**src/rtl/shift_add_multiplier.sv**
```systemverilog
// Iterative unsigned WIDTHxWIDTH multiplier that sequences one partial-product
// accumulation per clock through a shared external adder.
module shift_add_multiplier #(
  parameter int WIDTH = 16
) (
  input  logic                 Clk,
  input  logic                 Reset,
  input  logic                 start,
  input  logic [WIDTH-1:0]     mcand,
  input  logic [WIDTH-1:0]     mplier,
  output logic [WIDTH-1:0]     add_a,
  output logic [WIDTH-1:0]     add_b,
  input  logic [WIDTH-1:0]     add_sum,
  input  logic                 add_co,
  output logic                 busy,
  output logic                 done,
  output logic [2*WIDTH-1:0]   product
);

  typedef enum logic [1:0] {
    IDLE = 2'd0,
    RUN  = 2'd1,
    DONE = 2'd2
  } state_t;

  state_t           state;
  logic [WIDTH-1:0] phi;
  logic [WIDTH-1:0] plo;
  logic [WIDTH-1:0] m;
  logic [3:0]       cnt;

  // Each RUN edge shifts the 33-bit {carry, sum, plo} right by one, so the
  // carry out of the adder is never lost and the product stays exact.
  always_ff @(posedge Clk) begin
    if (Reset) begin
      state <= IDLE;
      phi   <= '0;
      plo   <= '0;
      m     <= '0;
      cnt   <= '0;
    end else begin
      case (state)
        IDLE: begin
          if (start) begin
            m     <= mcand;
            phi   <= '0;
            plo   <= mplier;
            cnt   <= '0;
            state <= RUN;
          end
        end
        RUN: begin
          phi <= {add_co, add_sum[WIDTH-1:1]};
          plo <= {add_sum[0], plo[WIDTH-1:1]};
          cnt <= cnt + 4'd1;
          if (cnt == 4'd15) begin
            state <= DONE;
          end
        end
        DONE: begin
          state <= IDLE;
        end
        default: begin
          state <= IDLE;
        end
      endcase
    end
  end

  // Adder operands are parked at zero outside RUN so the shared adder sees
  // no activity from this block when it is not iterating.
  always_comb begin
    add_a = '0;
    add_b = '0;
    if (state == RUN) begin
      add_a = phi;
      add_b = plo[0] ? m : '0;
    end
  end

  assign busy    = (state == RUN);
  assign done    = (state == DONE);
  assign product = {phi, plo};

endmodule

```
**config.mk**
```make
export PLATFORM = sky130hd
export DESIGN_NAME = shift_add_multiplier
export DESIGN_NICKNAME = d
export VERILOG_FILES = /design/src/rtl/shift_add_multiplier.sv
export SDC_FILE = /design/constraint.sdc
export NUM_CORES = 1
export LEC_CHECK = 0
export CAP_MARGIN = 25
export CORE_MARGIN = 2
export CORE_UTILIZATION = 35
export CTS_CLUSTER_DIAMETER = 100
export CTS_CLUSTER_SIZE = 40
export DETAILED_ROUTE_END_ITERATION = 16
export PLACE_DENSITY = 0.71
export SLEW_MARGIN = 20
export SYNTH_ARGS = -nofsm -noshare
export SYNTH_HDL_FRONTEND = slang
export SYNTH_SLANG_ARGS = --single-unit
```
**constraint.sdc**
```tcl
create_clock -name Clk -period 2.7 [get_ports Clk]
set_input_delay 0.54 -clock Clk [delete_from_list [all_inputs] [get_ports Clk]]
set_output_delay 0.54 -clock Clk [all_outputs]
set_load 0.02 [all_outputs]
```
==> results.sh, run 1 <==
export IMPL_max_cap_viol_count=0
export IMPL_syn_inst=240
export IMPL_met3_length_um=326
export IMPL_synth_main_ff_cell="dfxtp_1"
export IMPL_post_route_util_pct=54.46
export IMPL_final_cell_mix="clkdlybuf4s50_1, dfxtp_1, nand2_1"
export IMPL_gr_usage_all_layers_pct=15.83
export IMPL_htreeDepth=2
export IMPL_period_minus_slack_ns=2.552
export IMPL_syn_cell_area_um2=2380
export IMPL_synth_area_top_cells="dfxtp_1, a211oi_2, mux2i_1, a22o_1, nand2_1"
export IMPL_crit_cells=4
export IMPL_max_freq_mhz=391.8
export IMPL_final_common_cell="clkdlybuf4s50_1"
export IMPL_drv_slew=0
export IMPL_yosysTopAreaCell="dfxtp_1"
export IMPL_min_path_type="flip-flop to flip-flop"
export IMPL_antennaDiodeCount=0
export IMPL_setup_tns_ns=0
export IMPL_synth_edf_count=0
export IMPL_postPlaceCellArea_um2=3560
export IMPL_design_area_um2=3638
export IMPL_gp_congestion=0.7037
export IMPL_cts_root_buf="clkbuf_8"
export IMPL_die_area_um2=7475
export IMPL_yosysUniqueCellTypes=26
export IMPL_cts_resized=0
export IMPL_clkTransAtPathRegs_ns=0.09
export IMPL_grt_pass1_vias=2066
export IMPL_detail_route_antenna_nets=0
export IMPL_cpMaxStageDelayCell="clkdlybuf4s50_1"
export IMPL_p_total_w=0.001704
export IMPL_setup_viol=0
export IMPL_tightest_slew_ns=0.7656
export IMPL_critPathMaxStageDelay_ns=0.61
export IMPL_gr_total_overflow=0
export IMPL_reg2reg_to="cnt[3]"
export IMPL_rsz0062_at_grt="false"
export IMPL_fin_nets=401
export IMPL_io_buffers=117
export IMPL_post_cts_repair_setup_buffers=0
export IMPL_crit_buf_inv=2
export IMPL_crit_required_ns=2.16
export IMPL_arrival_ns=2.01
export IMPL_slew_headroom_pct=48.90
export IMPL_dr_total_vias=2085
export IMPL_io_pins=118
export IMPL_routed_wl_mm=5.782
export IMPL_r2r_start="state[0]"
export IMPL_start_util_pct=35.62
export IMPL_layout_drive_gt1_share_pct=10.34
export IMPL_met2_length_mm=2.787
export IMPL_grt_antenna_before_repair=0
export IMPL_crit_chain="nor2b_2 -> buf_12 -> and3_1 -> clkdlybuf4s50_1"
export IMPL_cp_startpoint="state[1]"
export IMPL_crit_family="buffers and inverters"
export IMPL_wl_per_cell_um=13.51
export IMPL_status="completed"
export IMPL_critPathMaxFanout=32
export IMPL_p_leak_nw=1.414
export IMPL_crit_type="flip-flop to primary output"
export IMPL_async_flop_share_pct=0
export IMPL_grt_pass1_wl_mm=9.549
export IMPL_clock_skew_ns=0.001821
export IMPL_yosys_warnings=0
export IMPL_irDropWorstVdd_v=0.0002834
export IMPL_cellPowerDensity_nw_per_um2=468.2
export IMPL_first_pass_iters=4
export IMPL_dieWidth_um=86.46
export IMPL_r2r_worst_path_cells=4
export IMPL_insertion_delay_ns=0.29
export IMPL_grt_max_degree=33
export IMPL_wirelength_met1_mm=2.601
export IMPL_cts_tree="built"
export IMPL_cts_hold_buf=0
export IMPL_synth_seq_cells=54
export IMPL_yosysTopAreaCellShare_pct=45.43
export IMPL_core_area_um2=6681
export IMPL_syn_nets=293
export IMPL_post_dp_hpwl_mm=4.124
export IMPL_drt_initial_drc_count=43
export IMPL_maxUsedRoutingLayer="met4"
export IMPL_start_kind="flip-flop"
export IMPL_num_rows=30
export IMPL_dieHeight_um=86.46
export IMPL_numCtsBuffers=5
export IMPL_syn_to_final_growth_pct=52.89
export IMPL_numClockSinks=54
export IMPL_cts_path_max_buffers=2
export IMPL_vias_per_cell=4.871
export IMPL_fin_crit_sh_pct=94.53
export IMPL_r2r_slack_ns=0.90
export IMPL_synth_seq_area_share_pct=45.43
export IMPL_worst_setup_path_end_kind="primary output"
export IMPL_avgSynthCellArea_um2=9.916
export IMPL_crit_path_end="add_b[11]"
export IMPL_route_detailed_drc=0
export IMPL_hold_viol=0
-- synth_stat cells, drive strengths merged, types with 4 or more instances --
cell and n:
dfxtp 54, nand2 32, nor2 19, a21oi 18, a211oi 17, a22o 17
and3 17, and2 16, mux2i 16, buf 15, clkbuf 5, nor3b 4
-- routing by layer --
metal,vias to the layer above,global-route usage [%]
met5,-,0
met1,966,19.93
met2,59,26.99
li1,1054,-
met3,6,3.429
met4,0,5.114
-- sequential cells by signal (all words and copies together) (netlist names) --
name / flops
state: 2
m: 16
plo: 16
phi: 16
cnt: 4
-- cells by family (layout without fill, tap and decap cells) --
logic type	Yosys count	after routing	share of synthesized area (%)
AOI/OAI and AO/OA	55	55	20.40
adders and majority gates	1	1	0.5257
buffers and inverters	20	128	5.520
DFF	54	54	45.43
muxes	16	16	6.730
and+or+nand+nor	94	94	21.40
-- final cells by class --
type,count,area (um^2)
Tap cell,80,100.1
Clock inverter,2,10.01
Multi-Input combinational cell,166,1170
Timing Repair Buffer,121,1209
Sequential cell,54,1081
Clock buffer,5,68.82
Fill cell,621,3043
-- worst register-to-register path: cells and delay by family (launching register included) --
kind / cells / cell delay [ns]
simple gates: 2 / 1.01
flops: 1 / 0.33
buf+inv: 1 / 0.31
compound gates: 1 / 0.10
-- power breakdown --
group	leakage (nW)	switching, W	internal [W]
clock network	0.0438	0.000242	0.000175
registers	0.444	0.0000385	0.000849
logic	0.926	0.000191	0.000210
-- worst min path at each step --
stage                      from  slack [ns]  cells after the start     to
after global routing      m[13]        0.48                      2  m[13]
after floorplan            m[0]        0.43                      2   m[0]
after detailed placement  m[13]        0.45                      2  m[13]
after CTS                 m[13]        0.46                      2  m[13]
after global placement    m[15]        0.44                      2  m[15]
final                     m[15]        0.46                      2  m[15]
-- per-stage QoR --
stage                     setup WS (ns)  hold slack (ns)  std cells
after CTS                        0.1349           0.4592        428
after floorplan                  0.8349           0.4319        240
after global placement           0.5266           0.4391        421
final                            0.1476           0.4568        428
after detailed placement         0.4906           0.4459        421
after global routing           0.005260           0.4753        428
Note: power is estimated with default switching activity, not from simulation.
==> run 2, diff against run 1 <==
--- a/config.mk
+++ b/config.mk
@@ -8,6 +8,7 @@
 export CAP_MARGIN = 25
 export CORE_MARGIN = 2
 export CORE_UTILIZATION = 35
+export CTS_BUF_LIST = sky130_fd_sc_hd__clkbuf_8
 export CTS_CLUSTER_DIAMETER = 100
 export CTS_CLUSTER_SIZE = 40
 export DETAILED_ROUTE_END_ITERATION = 16
==> results of run 2 <==
Same layout as run 1: the final DEF is identical, and so are final timing and power.
